<file path="src/rtl/count_pkg.sv">
// Shared defaults, count type and next-operation encoding for the modulo up/down counter.
package count_pkg;

    localparam int DEF_WIDTH  = 4;
    localparam int DEF_MOD    = 12;
    localparam int DEF_WRAP_W = 8;

    typedef logic [DEF_WIDTH-1:0] count_t;

    typedef enum logic [1:0] {
        OP_HOLD = 2'd0,
        OP_LOAD = 2'd1,
        OP_INC  = 2'd2,
        OP_DEC  = 2'd3
    } op_t;

endpackage

</file>
<file path="src/rtl/sat_event_counter.sv">
// Saturating event counter: counts i_inc pulses, sticks at all-ones, cleared by async reset.
module sat_event_counter #(
    parameter int W = 8
) (
    input  logic         i_clk,
    input  logic         i_rst_n,
    input  logic         i_inc,
    output logic [W-1:0] o_count
);

    logic [W-1:0] r_cnt;

    always_ff @(posedge i_clk or negedge i_rst_n) begin
        if (!i_rst_n) begin
            r_cnt <= '0;
        end else if (i_inc && (r_cnt != '1)) begin
            r_cnt <= r_cnt + W'(1);
        end
    end

    assign o_count = r_cnt;

endmodule

</file>
<file path="src/rtl/updown_mod_counter.sv">
// Loadable modulo-MOD up/down counter with terminal-count pulse, saturating wrap
// counter and a sticky flag for out-of-range loads.
module updown_mod_counter
    import count_pkg::*;
#(
    parameter int WIDTH  = DEF_WIDTH,
    parameter int MOD    = DEF_MOD,
    parameter int WRAP_W = DEF_WRAP_W
) (
    input  logic              clock,
    input  logic              resetn,
    input  logic [WIDTH-1:0]  data_in,
    input  logic              load,
    input  logic              up_down,
    output logic [WIDTH-1:0]  count,
    output logic              tc,
    output logic [WRAP_W-1:0] wrap_cnt,
    output logic              load_err
);

    if (MOD < 2) begin : g_bad_mod
        $error("updown_mod_counter: MOD must be at least 2");
    end
    if ((2 ** WIDTH) < MOD) begin : g_bad_width
        $error("updown_mod_counter: WIDTH too narrow for MOD");
    end

    localparam logic [WIDTH:0]   MOD_EXT = (WIDTH + 1)'(MOD);
    localparam logic [WIDTH:0]   ONE_EXT = (WIDTH + 1)'(1);
    localparam logic [WIDTH-1:0] LAST    = WIDTH'(MOD - 1);

    logic [WIDTH-1:0] r_count;
    logic             r_tc;
    logic             r_err;

    op_t              w_op;
    logic             w_legal;
    logic [WIDTH:0]   w_inc;
    logic [WIDTH-1:0] w_dec;
    logic [WIDTH-1:0] w_next;
    logic             w_wrap;

    // Compare in WIDTH+1 bits so MOD == 2**WIDTH needs no special handling.
    assign w_legal = ({1'b0, data_in} < MOD_EXT);
    assign w_inc   = {1'b0, r_count} + ONE_EXT;
    assign w_dec   = r_count - WIDTH'(1);

    always_comb begin
        w_op = OP_HOLD;
        if (load) begin
            w_op = w_legal ? OP_LOAD : OP_HOLD;
        end else if (up_down) begin
            w_op = OP_INC;
        end else begin
            w_op = OP_DEC;
        end
    end

    always_comb begin
        w_next = r_count;
        w_wrap = 1'b0;
        unique case (w_op)
            OP_LOAD: w_next = data_in;
            OP_INC: begin
                if (w_inc == MOD_EXT) begin
                    w_next = '0;
                    w_wrap = 1'b1;
                end else begin
                    w_next = w_inc[WIDTH-1:0];
                end
            end
            OP_DEC: begin
                if (r_count == '0) begin
                    w_next = LAST;
                    w_wrap = 1'b1;
                end else begin
                    w_next = w_dec;
                end
            end
            default: w_next = r_count;
        endcase
    end

    always_ff @(posedge clock or negedge resetn) begin
        if (!resetn) begin
            r_count <= '0;
            r_tc    <= 1'b0;
            r_err   <= 1'b0;
        end else begin
            r_count <= w_next;
            r_tc    <= w_wrap;
            if (load && !w_legal) begin
                r_err <= 1'b1;
            end
        end
    end

    sat_event_counter #(
        .W(WRAP_W)
    ) u_wrap_cnt (
        .i_clk   (clock),
        .i_rst_n (resetn),
        .i_inc   (w_wrap),
        .o_count (wrap_cnt)
    );

    assign count    = r_count;
    assign tc       = r_tc;
    assign load_err = r_err;

endmodule

</file>
<file path="config.mk">
export PLATFORM = sky130hd
export DESIGN_NAME = updown_mod_counter
export DESIGN_NICKNAME = d
export VERILOG_FILES = /design/src/rtl/count_pkg.sv /design/src/rtl/sat_event_counter.sv /design/src/rtl/updown_mod_counter.sv
export SDC_FILE = /design/constraint.sdc
export NUM_CORES = 1
export LEC_CHECK = 0
export BUFFER_PORTS_ARGS = -buffer_cell sky130_fd_sc_hd__buf_4
export CAP_MARGIN = 20
export CORE_MARGIN = 3
export CORE_UTILIZATION = 40
export CTS_BUF_LIST = sky130_fd_sc_hd__clkbuf_16
export DETAILED_ROUTE_END_ITERATION = 10
export MAX_ROUTING_LAYER = met4
export PLACE_DENSITY = 0.66
export SLEW_MARGIN = 20
export SYNTH_ARGS = -nofsm -noshare
export SYNTH_HDL_FRONTEND = slang
export SYNTH_SLANG_ARGS = --single-unit
</file>
<file path="constraint.sdc">
create_clock -name clock -period 1.88 [get_ports clock]
set_input_delay 0.282 -clock clock [delete_from_list [all_inputs] [get_ports clock]]
set_output_delay 0.282 -clock clock [all_outputs]
set_load 0.02 [all_outputs]
</file>
Yosys cells after proc, flatten, opt, wreduce, memory -nomap -nowiden
Cells that the tools add are included.
{ "op_classes": {"n_addsub": 3, "n_lt_le_gt_ge": 1, "n_eq_ne": 5, "muxes": 9, "n_reduce_logical": 5} }
{ "op_table": {"columns": ["operator", "count"], "rows": [
  ["4-bit one-hot mux with 3 select lines", 1],
  ["8-bit by 1-bit adder with 8-bit output, second input constant", 1],
  ["4-bit 2-to-1 mux", 2],
  ["8-bit != test, second input constant", 1],
  ["4-bit by 1-bit adder with 5-bit output, second input constant", 1],
  ["5-bit by 4-bit equality test with 1-bit output, second input constant", 1],
  ["2-bit equality test, second input constant", 2],
  ["4-bit zero test", 1],
  ["4-bit < comparator, second input constant", 1],
  ["1-bit 2-to-1 mux", 4],
  ["4-bit by 1-bit subtractor with 4-bit output, second input constant", 1],
  ["3-bit nonzero test", 1],
  ["2-bit by 1-bit equality test with 1-bit output, second input constant", 1],
  ["1-bit logical AND", 2],
  ["2-bit 2-to-1 mux", 1],
  ["1-bit one-hot mux with 2 select lines", 1],
  ["1-bit zero test", 1]
]} }
{ "word_totals": {"regBits": 14, "inputBits": 8, "output_inout_bits": 14, "word_cells": 27} }

Longest topological paths before layout
Gate-level depths: netlist of the first run.
{ "logic_depth": {"depth_word": 6, "depth_mapped": 6, "mapped_depth_nobuf": 6} }

Modules after synthesis
A second synthesis of the first run with hierarchy kept.
{ "hier_totals": {"hier_cells": 81, "hier_area_um2": 835.8} }
{ "modules_own_cells": {"columns": ["mod", "n_inst", "cells_each", "area_each_um2", "seq_area_each_um2"], "rows": [
  ["updown_mod_counter", 1, 47, 427.9, 150.1],
  ["sat_event_counter", 1, 34, 407.9, 200.2]
]} }

Least setup slack after synthesis of the first run
No wires, ideal clock.
{ "synth_path": {"kind": "flip-flop to flip-flop", "startpoint": "reg r_count[0] (netlist: count[0])", "endpoint": "reg u_wrap_cnt.r_cnt[1] (netlist: u_wrap_cnt.o_count[1])", "arrival_time_ps": 2048, "path_slack_ps": -295, "path_stages_with_launch": 7, "n_path_buf": 0, "period_less_slack_ps": 2175, "path_cell_list": "dfrtp_1 -> inv_1 -> ha_1 -> or3b_4 -> a211oi_4 -> o21a_2 -> mux2_1"} }
{ "synth_via": {"elab_chain_cells": 5} }
{ "synth_rtl": {"columns": ["element", "line_no", "source"], "rows": [
  ["start: declaration", "updown_mod_counter.sv:32", "logic [WIDTH-1:0] r_count;"],
  ["start signal: assignment", "updown_mod_counter.sv:90", "r_count <= w_next;"],
  ["4-bit by 1-bit adder with 5-bit output", "updown_mod_counter.sv:45", "assign w_inc = {1'b0, r_count} + ONE_EXT;"],
  ["5-bit by 4-bit equality test with 1-bit output", "updown_mod_counter.sv:65", "if (w_inc == MOD_EXT) begin"],
  ["1-bit 2-to-1 mux", "updown_mod_counter.sv:65", null],
  ["1-bit one-hot mux with 2 select lines *", "updown_mod_counter.sv:62", "unique case (w_op)"],
  ["via u_wrap_cnt.i_inc", "sat_event_counter.sv:7", "input logic i_inc,"],
  ["1-bit logical AND *", "sat_event_counter.sv:16", "end else if (i_inc && (r_cnt != '1)) begin"],
  ["end signal: assignment", "sat_event_counter.sv:17", "r_cnt <= r_cnt + W'(1);"],
  ["end: declaration", "sat_event_counter.sv:11", "logic [W-1:0] r_cnt;"]
]} }
The timed path passes the listed nets; every way through them passes the cells marked *.
A chain may end at the register's enable or synchronous reset.

Worst setup path after layout of the first run
{ "layout_path": {"startpoint": "reg r_count[1] (netlist: count[1])", "endpoint": "reg u_wrap_cnt.r_cnt[1] (netlist: u_wrap_cnt.o_count[1])"} }
The elaborated chain is that of the path after synthesis.

==> results of run 1 <==
[cell usage after synthesis (all sizes together)]
library cell,instances
a211oi,1
a21oi,4
a221o,1
a311oi,1
a31oi,4
a32oi,1
a41oi,1
and3,1
buf,1
clkbuf,2
dfrtp,14
ha,3
inv,4
mux2,4
mux2i,2
nand2,6
nand2b,3
nand3,8
nand4,3
nor2,8
nor2b,2
nor3,1
o211ai,1
o21a,1
o21ai,2
o2bb2ai,1
o31ai,1
or3b,1
xnor2,1
xor2,1
[worst max-delay path, cell delays in order, from the launching register on]
cell and delay, ps:
dfrtp_2 400, inv_2 70, ha_4 120, or3b_4 380, a211oi_4 330, o21a_2 220, mux2_4 290
[stage by stage]
stage / power (mW) / setup TNS (ps)
after floorplan: 0.651 / -465
after global routing: 1.31 / -444
after CTS: 1.24 / -50.7
after global placement: 0.822 / -150
final: 1.22 / -76.6
after detailed placement: 0.832 / -411
[sequential cells by signal, summed over array words and instances, names as in the netlist]
| register | cells |
|---|---|
| count | 4 |
| load_err | 1 |
| u_wrap_cnt.o_count | 8 |
| tc | 1 |
[cells in the final DEF, fill, tap and decap left out, drive strengths merged, types with 2 or more instances in the layout]
cell type / count
a21oi: 4
a31oi: 4
buf: 32
clkbuf: 3
dfrtp: 14
ha: 3
inv: 4
mux2: 4
mux2i: 2
nand2: 6
nand2b: 3
nand3: 8
nand4: 3
nor2: 8
nor2b: 2
o21ai: 2
[worst paths after layout]
kind                                            from                           endpoint  slack, ps
worst min register to register  load_err$_DFFE_PN0P_               load_err$_DFFE_PN0P_        470
worst max register to register  count[1]$_DFFE_PN0P_  u_wrap_cnt.o_count[1]$_DFFE_PN0P_        -50
max in group asynchronous                     resetn               count[0]$_DFFE_PN0P_       1270
worst min-delay path                            load               count[0]$_DFFE_PN0P_        330
worst max-delay path            count[1]$_DFFE_PN0P_  u_wrap_cnt.o_count[1]$_DFFE_PN0P_        -50
min in group asynchronous                     resetn  u_wrap_cnt.o_count[6]$_DFFE_PN0P_        430
[cells by family after synthesis]
group                      synth area share (%)
adders and majority gates                  4.65
xor gates and xnor gates                   2.17
DFF                                        43.4
muxes                                      8.06
AOI/OAI and AO/OA                          17.8
and+or+nand+nor                            20.5
buffers and inverters                      3.41
[layout make-up]
class	count	area (um^2)
flip-flops and latches	14	353
clock buffers	3	75.1
inverters	4	15.0
multi-input cells	63	449
repair buffers	33	250
well taps	25	31.3
fillers	145	647
[report_power, final]
group	switching (mW)	internal (mW)
clock	0.112	0.277
sequential	0.0627	0.353
combinational	0.213	0.204
total	0.388	0.834
[timing repair]
item,4_1_cts,5_1_grt
endpoints found under the hold margin,14,0
pin swaps,1,1
resized for setup,1,0
setup endpoints to repair,6,7
buffers inserted,2,0
hold buffers,1,0
[routing by layer]
layer / vias up / GRT usage, % / wire length, um
met2: 14 / 29.4 / 965
met1: 361 / 20.5 / 873
met5: - / - / 0
met3: 2 / 4.37 / 44
li1: 376 / - / -
met4: 0 / 8.07 / 22
==> metrics, run 1 <==
Longest Clk Path Bufs=2; Yosys warnings=0; Synth area leader=dfrtp_1; antenna fix cells=0; Die Width=a little over 50 um; clk sink count=14; number of synthesized register bits=14; global-route wire length before repair=between 3000 and 4000 um; boundary pin count=22; Total GRT Usage=roughly 18%; starting density of the core=between 40% and 50%; Worst Path Class, Setup=flip-flop to flip-flop; aggregate global routing overflow=0; Core ar.=0.00182 mm^2; die height=between 50 and 60 um; final hold vios=0; f_max=518 MHz; top cells by area, synth=dfrtp_1 43%, nand3_1 5.0%, ha_1 4.7%; worst path required time=approximately 2000 ps; share of cells above drive strength 1=~40%; DR pass1 iterations=4; antenna-violating nets left=0; Final Non-Filler Cells=142; number of global-route vias before repair=roughly 730; Root Buffer Master=clkbuf_16; maximum VDD drop=677 uV; # DRC=0; leak pwr=0.553 nW; Worst Hold Class=input port to flip-flop; Post-Syn Instances=84; Placed Instances=between 100 and 150; net count after synthesis=95; failing checks=setup timing; Max H-tree Level=1; layout net count=130; setup slack after placement=-115 ps; wire per inst=13.4 um; Post-Synthesis Cell Area=807 um^2; RD Place Congestion=~0.85; setup ws final=-50.4 ps; CTS tree=built; CP Data Arrival Time=approximately 2100 ps; DR vias/cell=~5.3; pwr/cell area=roughly 1000 mW/mm^2; CTS buffer count=3; top-area cell type share of the netlist area=about 43%; detailed placement HPWL=1510 um; final cycle utilization of the critical path=103%; Placement Cell Area=~0.0011 mm^2; initial drt markers=17; Final Slew Violations=0; initial antenna violation count=0; area delta synth->final=45.4%; number of setup violations in the final report=3; CP Launch Type=flip-flop; Hold WS=326 ps; status=finished, violations left; Max Cap Viol=0; critical-path maximum fanout=6; Final Cell Area=around 0.0012 mm^2; Setup Skew=~1.8 ps; Final Critical Period=slightly below 2000 ps; Worst Tran Pin Value=between 300 and 400 ps; Die Footprint=0.00259 mm^2; depth of the worst register-to-register path=6; sequential share of the synthesized area=between 40 and 50%; relative max-transition margin=between 70% and 80%; Vias=between 700 and 800; syn_area_per_cell=9.61 um^2; number of port buffers=21; Worst-path clk slew=roughly 40 ps; Final Core Density=64.5%; Total Routed Length=approximately 1900 um; hold path depth=2; Unique masters post-synth=31; unrepaired setup endpoints after global routing=true; pin count of the biggest net entering global routing=15; Worst-Skew Late Latency=240 ps; capturing element type of the critical path=flip-flop; site row count=15
Power figures use the tool's default switching activity.
==> run 2: changes to the inputs <==
--- a/config.mk
+++ b/config.mk
@@ -12,7 +12,7 @@
 export CTS_BUF_LIST = sky130_fd_sc_hd__clkbuf_16
 export DETAILED_ROUTE_END_ITERATION = 10
 export MAX_ROUTING_LAYER = met4
-export PLACE_DENSITY = 0.66
+export PLACE_DENSITY = 0.72
 export SLEW_MARGIN = 20
 export SYNTH_ARGS = -nofsm -noshare
 export SYNTH_HDL_FRONTEND = slang
==> run 2 against run 1 <==
Effect of this change:
- the run still ends with setup timing left
- critical path type unchanged
- power increased by 0.99%
- routed wire length rose by 3.3%
- register-to-register slack hardly changed
- first-iteration DRC count is 5.9% higher
- hold slack better by 1.7 ps
- non-clock buffer count down 3
- clock power is 2% higher
- clock-buffer cell count unchanged
- fmax is 0.39% higher
==> metrics, run 2 (synthesis results as in run 1) <==
status=finished, violations left; failing checks=setup timing; CTS buffer count=3 (unchanged); Sw Share=32.5% (+0.78 points); Max H-tree Level=1 (unchanged); leak pwr=0.543 nW (-1.7%); layout net count=127 (-2.3%); DR vias/cell=5.43 (+2.4%); RD Place Congestion=0.847 (+0.15%); pwr/cell area=1060 mW/mm^2 (+2.0%); unrepaired setup endpoints after global routing=true; critical-path maximum fanout=5 (-1); Longest Clk Path Bufs=2 (unchanged); die height=50.9 um (unchanged); initial antenna violation count=0 (unchanged); Total GRT Usage=17.6% (-0.30 points); clk sink count=14 (unchanged); detailed placement HPWL=1430 um (-5.0%); antenna fix cells=0 (unchanged); Vias=760 (+0.93%); number of port buffers=21 (unchanged); total power=1.23 mW (+0.99%); aggregate global routing overflow=0 (unchanged); initial drt markers=18 (+1); Worst Tran Pin Value=336 ps (+16.7 ps); CP bufs+invs=1 (unchanged); CP top delay family=compound AO/OA/AOI/OAI gates; capturing element type of the critical path=flip-flop; boundary pin count=22 (unchanged); final cycle utilization of the critical path=102% (-0.40 points); Worst Hold Class=input port to flip-flop; Max Cap Viol=0 (unchanged); antenna-violating nets left=0 (unchanged); CP Data Arrival Time=2040 ps (about the same); Die Footprint=0.00259 mm^2 (unchanged); portion of total power attributed to combinational logic=33.1% (-1.0 points); Die Width=50.9 um (unchanged); Setup Skew=0.768 ps (-1.06 ps); setup_tns=-73.9 ps (+2.67 ps); Internal Pwr Total=833 uW (-0.17%); site row count=15 (unchanged); Sw Pwr=401 uW (+3.5%); area delta synth->final=44.0%; Total Routed Length=1970 um (+3.3%); number of setup violations in the final report=3 (unchanged); Final Slew Violations=0 (unchanged); Crit path largest cell delay=400 ps (about the same); wire per inst=14.1 um (+4.8%); relative max-transition margin=77.6% (-1.0 points); Final Non-Filler Cells=140 (-1.4%); Worst-Skew Late Latency=240 ps (about the same); max FFs per register=8 (unchanged); global-route wire length before repair=3330 um (+0.82%); final hold vios=0 (unchanged); crit path max-delay cell type=dfrtp_2; maximum VDD drop=525 uV (-22%); CTS tree=built; Worst Path Class, Setup=flip-flop to flip-flop; cells along the critical path=inv_2 > ha_4 > or3b_4 > a211oi_4 > o21a_2 > mux2_4; Worst-path clk slew=50 ps (about the same); # DRC=0 (unchanged); share of cells above drive strength 1=38.3% (-1.1 points); most frequent cells in the layout=29 x buf_4, 12 x dfrtp_1, 8 x nand3_1, 8 x nor2_1, 6 x nand2_1; Final Core Density=63.8% (-0.62 points); worst path required time=2000 ps (about the same); Core ar.=0.00182 mm^2 (unchanged); DR pass1 iterations=4 (unchanged); number of global-route vias before repair=725 (-1.2%); f_max=520 MHz (+0.39%); setup ws final=-42.9 ps (+7.46 ps); starting density of the core=44.3% (unchanged); Reg power frac=34.7% (+0.7 points); pin count of the biggest net entering global routing=15 (unchanged); Placed Instances=133 (-2.2%); Clock Power Share=32.2% (+0.3 points); CP Launch Type=flip-flop; Root Buffer Master=clkbuf_16; Final Critical Period=1920 ps (-7.46 ps); commonest non-fill, non-tap cell in the layout=buf_4
run 2: worst paths after layout:
kind / cells after the start / slack, ps / from / endpoint
worst max register to register: 6 / -40 / count[0]$_DFFE_PN0P_ / u_wrap_cnt.o_count[1]$_DFFE_PN0P_
min in group asynchronous: 2 / 430 / resetn / u_wrap_cnt.o_count[4]$_DFFE_PN0P_
worst min register to register: 1 / 490 / load_err$_DFFE_PN0P_ / load_err$_DFFE_PN0P_
worst max-delay path: 6 / -40 / count[0]$_DFFE_PN0P_ / u_wrap_cnt.o_count[1]$_DFFE_PN0P_
max in group asynchronous: 2 / 1260 / resetn / count[0]$_DFFE_PN0P_
worst min-delay path: 2 / 330 / load / count[0]$_DFFE_PN0P_
run 2: power groups by stage:
stage,Clock (mW),Combinational [mW],Sequential (mW)
6_report,0.397,0.409,0.428
5_1_grt,0.417,0.449,0.439
4_1_cts,0.406,0.402,0.423
3_5_place_dp,0,0.396,0.425
3_3_place_gp,0,0.384,0.423
2_1_floorplan,0,0.180,0.471
run 2: timing repair:
item | 4_1_cts | 5_1_grt
hold buffers | 1 | 0
setup buffers | 0 | 2
pin swaps | 1 | 2
endpoints found under the hold margin | 14 | 0
resized for setup | 0 | 2
endpoints found under the setup margin | 4 | 8
run 2: metrics by stage:
step                      instance area, um^2  hold WS (ps)  setup slack [ps]
final                                    1160           328             -42.9
after global routing                     1160           341             -99.1
after CTS                                1140           320             -29.7
after detailed placement                 1050           143             -32.4
after global placement                   1050           140              9.08
after floorplan                           826         -13.6              -201
run 2: worst reg2reg max path, stage by stage (launching register included):
cell,delay (ps)
dfrtp_2,400
inv_2,80
ha_4,130
or3b_4,380
a211oi_4,310
o21a_2,220
mux2_4,300
run 2: metal layers:
metal	part of all wire [%]	vias up	track usage [%]
met5	0	-	-
li1	-	370	-
met2	52	18	29.4
met1	43	370	21.4
met3	3.8	2	2.62
met4	0.97	0	6.73
run 2: cell type report:
type / count / area, um^2
fill: 157 / 658
multi-input combinational: 63 / 457
sequential: 14 / 353
timing repair buffer: 30 / 228
clock buffer: 3 / 75.1
tap: 25 / 31.3
inverter: 4 / 15.0
clock inverter: 1 / 3.75
==> run 3: changes to the inputs <==
--- a/config.mk
+++ b/config.mk
@@ -5,14 +5,15 @@
 export SDC_FILE = /design/constraint.sdc
 export NUM_CORES = 1
 export LEC_CHECK = 0
-export BUFFER_PORTS_ARGS = -buffer_cell sky130_fd_sc_hd__buf_4
 export CAP_MARGIN = 20
 export CORE_MARGIN = 3
 export CORE_UTILIZATION = 40
 export CTS_BUF_LIST = sky130_fd_sc_hd__clkbuf_16
 export DETAILED_ROUTE_END_ITERATION = 10
+export DONT_BUFFER_PORTS = 1
+export GPL_ROUTABILITY_DRIVEN = 1
 export MAX_ROUTING_LAYER = met4
-export PLACE_DENSITY = 0.72
+export PLACE_DENSITY = 0.62
 export SLEW_MARGIN = 20
 export SYNTH_ARGS = -nofsm -noshare
 export SYNTH_HDL_FRONTEND = slang
==> run 3 against run 2 <==
Effect of this change:
- highest routed layer is now met3
- largest cell class unchanged
- hold slack got worse by 200 ps
- setup slack improved by 4.7 ps
- combinational power shrank 15%
- register-to-register slack is essentially flat
- non-clock buffer count shrank 18
- clock-buffer cell count is the same
- sequential power down 3%
- the flow still finishes with violations (setup timing)
==> metrics, run 3 (synthesis results as in run 1) <==
status=finished, violations left; failing checks=setup timing; capturing element type of the critical path=flip-flop; Fill cells=171 (+8.9%); f_max=521 MHz (+0.25%); Die Footprint=0.00259 mm^2 (unchanged); Final Critical Period=1920 ps (-4.74 ps); Final Slew Violations=0 (unchanged); unrepaired setup endpoints after global routing=true; number of port buffers=0 (-100%); post-CTS sizing=0 (unchanged); Total GRT Usage=13.9% (-3.7 points); Final Cell Area=0.00102 mm^2 (-13%); Worst Path Class, Setup=flip-flop to flip-flop; DR pass1 iterations=4 (unchanged); Setup Skew=1.05 ps (+0.280 ps); total power=1.15 mW (-6.5%); most frequent cells in the layout=12 x dfrtp_1, 11 x buf_4, 8 x nand3_1, 8 x nor2_1, 6 x nand2_1; share of cells above drive strength 1=24.7% (-14 points); R2R Path End=u_wrap_cnt.o_count[1]$_DFFE_PN0P_; boundary pin count=22 (unchanged); Vias=689 (-9.3%); max FFs per register=8 (unchanged); Max H-tree Level=1 (unchanged); commonest non-fill, non-tap cell in the layout=dfrtp_1; # DRC=0 (unchanged); Max Cap Viol=0 (unchanged); Root Buffer Master=clkbuf_16; final hold vios=0 (unchanged); initial antenna violation count=0 (unchanged); Endpoint, Worst Hold=count[0]$_DFFE_PN0P_; aggregate global routing overflow=0 (unchanged); Core ar.=0.00182 mm^2 (unchanged); final cycle utilization of the critical path=102% (-0.25 points); area delta synth->final=25.9%; Hold WS=131 ps (-197 ps); Worst-Skew Late Latency=240 ps (about the same); Die Width=50.9 um (unchanged); layout net count=109 (-14%); site row count=15 (unchanged); maximum VDD drop=903 uV (+72%); die height=50.9 um (unchanged); Worst Tran Pin Value=592 ps (+256 ps); CP Data Arrival Time=2040 ps (about the same); leak pwr=0.450 nW (-17%); CP Launch Type=flip-flop; detailed placement HPWL=1290 um (-10%); antenna-violating nets left=0 (unchanged); DR vias/cell=5.65 (+4.0%); RD Place Congestion=0.862 (+1.8%); initial drt markers=13 (-5); Longest Clk Path Bufs=2 (unchanged); CTS tree=built; Worst Hold Class=input port to flip-flop; depth of the worst register-to-register path=6 (unchanged); relative max-transition margin=60.4% (-17 points); min-delay src=load; hold path depth=1 (-1); starting density of the core=44.3% (unchanged); pwr/cell area=1140 mW/mm^2 (+7.0%); flop2flop setup slack=-40 ps (about the same); Placement Cell Area=927 um^2 (-11%); antenna fix cells=0 (unchanged); number of global-route vias before repair=589 (-19%); CTS buffer count=3 (unchanged); pin count of the biggest net entering global routing=15 (unchanged); Total Routed Length=1680 um (-15%); critical-path maximum fanout=6 (+1); global-route wire length before repair=2650 um (-20%); RR Startpoint=count[0]$_DFFE_PN0P_; number of setup violations in the final report=2 (-1); worst path required time=2000 ps (about the same); wire per inst=13.7 um (-2.2%); Worst-path clk slew=40 ps (about the same); setup ws final=-38.2 ps (+4.74 ps); Final Core Density=55.8% (-8.0 points); clk sink count=14 (unchanged)
-- run 3: timing repair --
action	CTS	global route
endpoints found under the hold margin	14	0
setup endpoints to repair	4	8
pin swaps	1	1
buffers inserted	0	0
hold buffers	1	0
-- run 3: routing by layer --
| metal | global-route usage (%) | share of wire [%] | vias up |
|---|---|---|---|
| met5 | - | 0 | - |
| met4 | 1.35 | 0 | 0 |
| met3 | 7.00 | 11 | 0 |
| met2 | 18.9 | 43 | 39 |
| met1 | 19.2 | 46 | 318 |
| li1 | - | - | 332 |
-- run 3: critical path: stages (launching register included) --
cell and delay (ps):
dfrtp_2 400, inv_2 80, ha_4 120, or3b_4 380
a211oi_4 310, o21a_2 210, mux2_4 300
-- run 3: how the worst max path moves through the flow --
stage | end | startpoint
global route | u_wrap_cnt.o_count[4]$_DFFE_PN0P_ | count[1]$_DFFE_PN0P_
global placement | u_wrap_cnt.o_count[1]$_DFFE_PN0P_ | count[1]$_DFFE_PN0P_
floorplan | u_wrap_cnt.o_count[1]$_DFFE_PN0P_ | count[1]$_DFFE_PN0P_
CTS | u_wrap_cnt.o_count[1]$_DFFE_PN0P_ | count[1]$_DFFE_PN0P_
detailed placement | u_wrap_cnt.o_count[1]$_DFFE_PN0P_ | count[1]$_DFFE_PN0P_
finish | u_wrap_cnt.o_count[1]$_DFFE_PN0P_ | count[0]$_DFFE_PN0P_
-- run 3: power by group --
part	switching, mW	internal [mW]
sequential	0.0651	0.352
clock	0.108	0.280
combinational	0.191	0.158
-- run 3: layout make-up --
cell class                      count  area, um^2  area share, %
Timing Repair Buffer               12        92.6           9.11
Clock inverter                      1        3.75          0.369
Tap cell                           25        31.3           3.08
Clock buffer                        3        75.1           7.39
Sequential cell                    14         353           34.7
Inverter                            4        15.0           1.48
Multi-Input combinational cell     63         445           43.8
-- run 3: stage by stage --
| step | setup TNS, ps | instances | worst slack (ps) |
|---|---|---|---|
| 2_1_floorplan | -465 | 84 | -201 |
| 3_3_place_gp | -28.1 | 117 | -18.6 |
| 3_5_place_dp | -124 | 117 | -60.4 |
| 4_1_cts | -53.2 | 122 | -37.3 |
| 5_1_grt | -595 | 122 | -119 |
| 6_report | -52.5 | 122 | -38.2 |
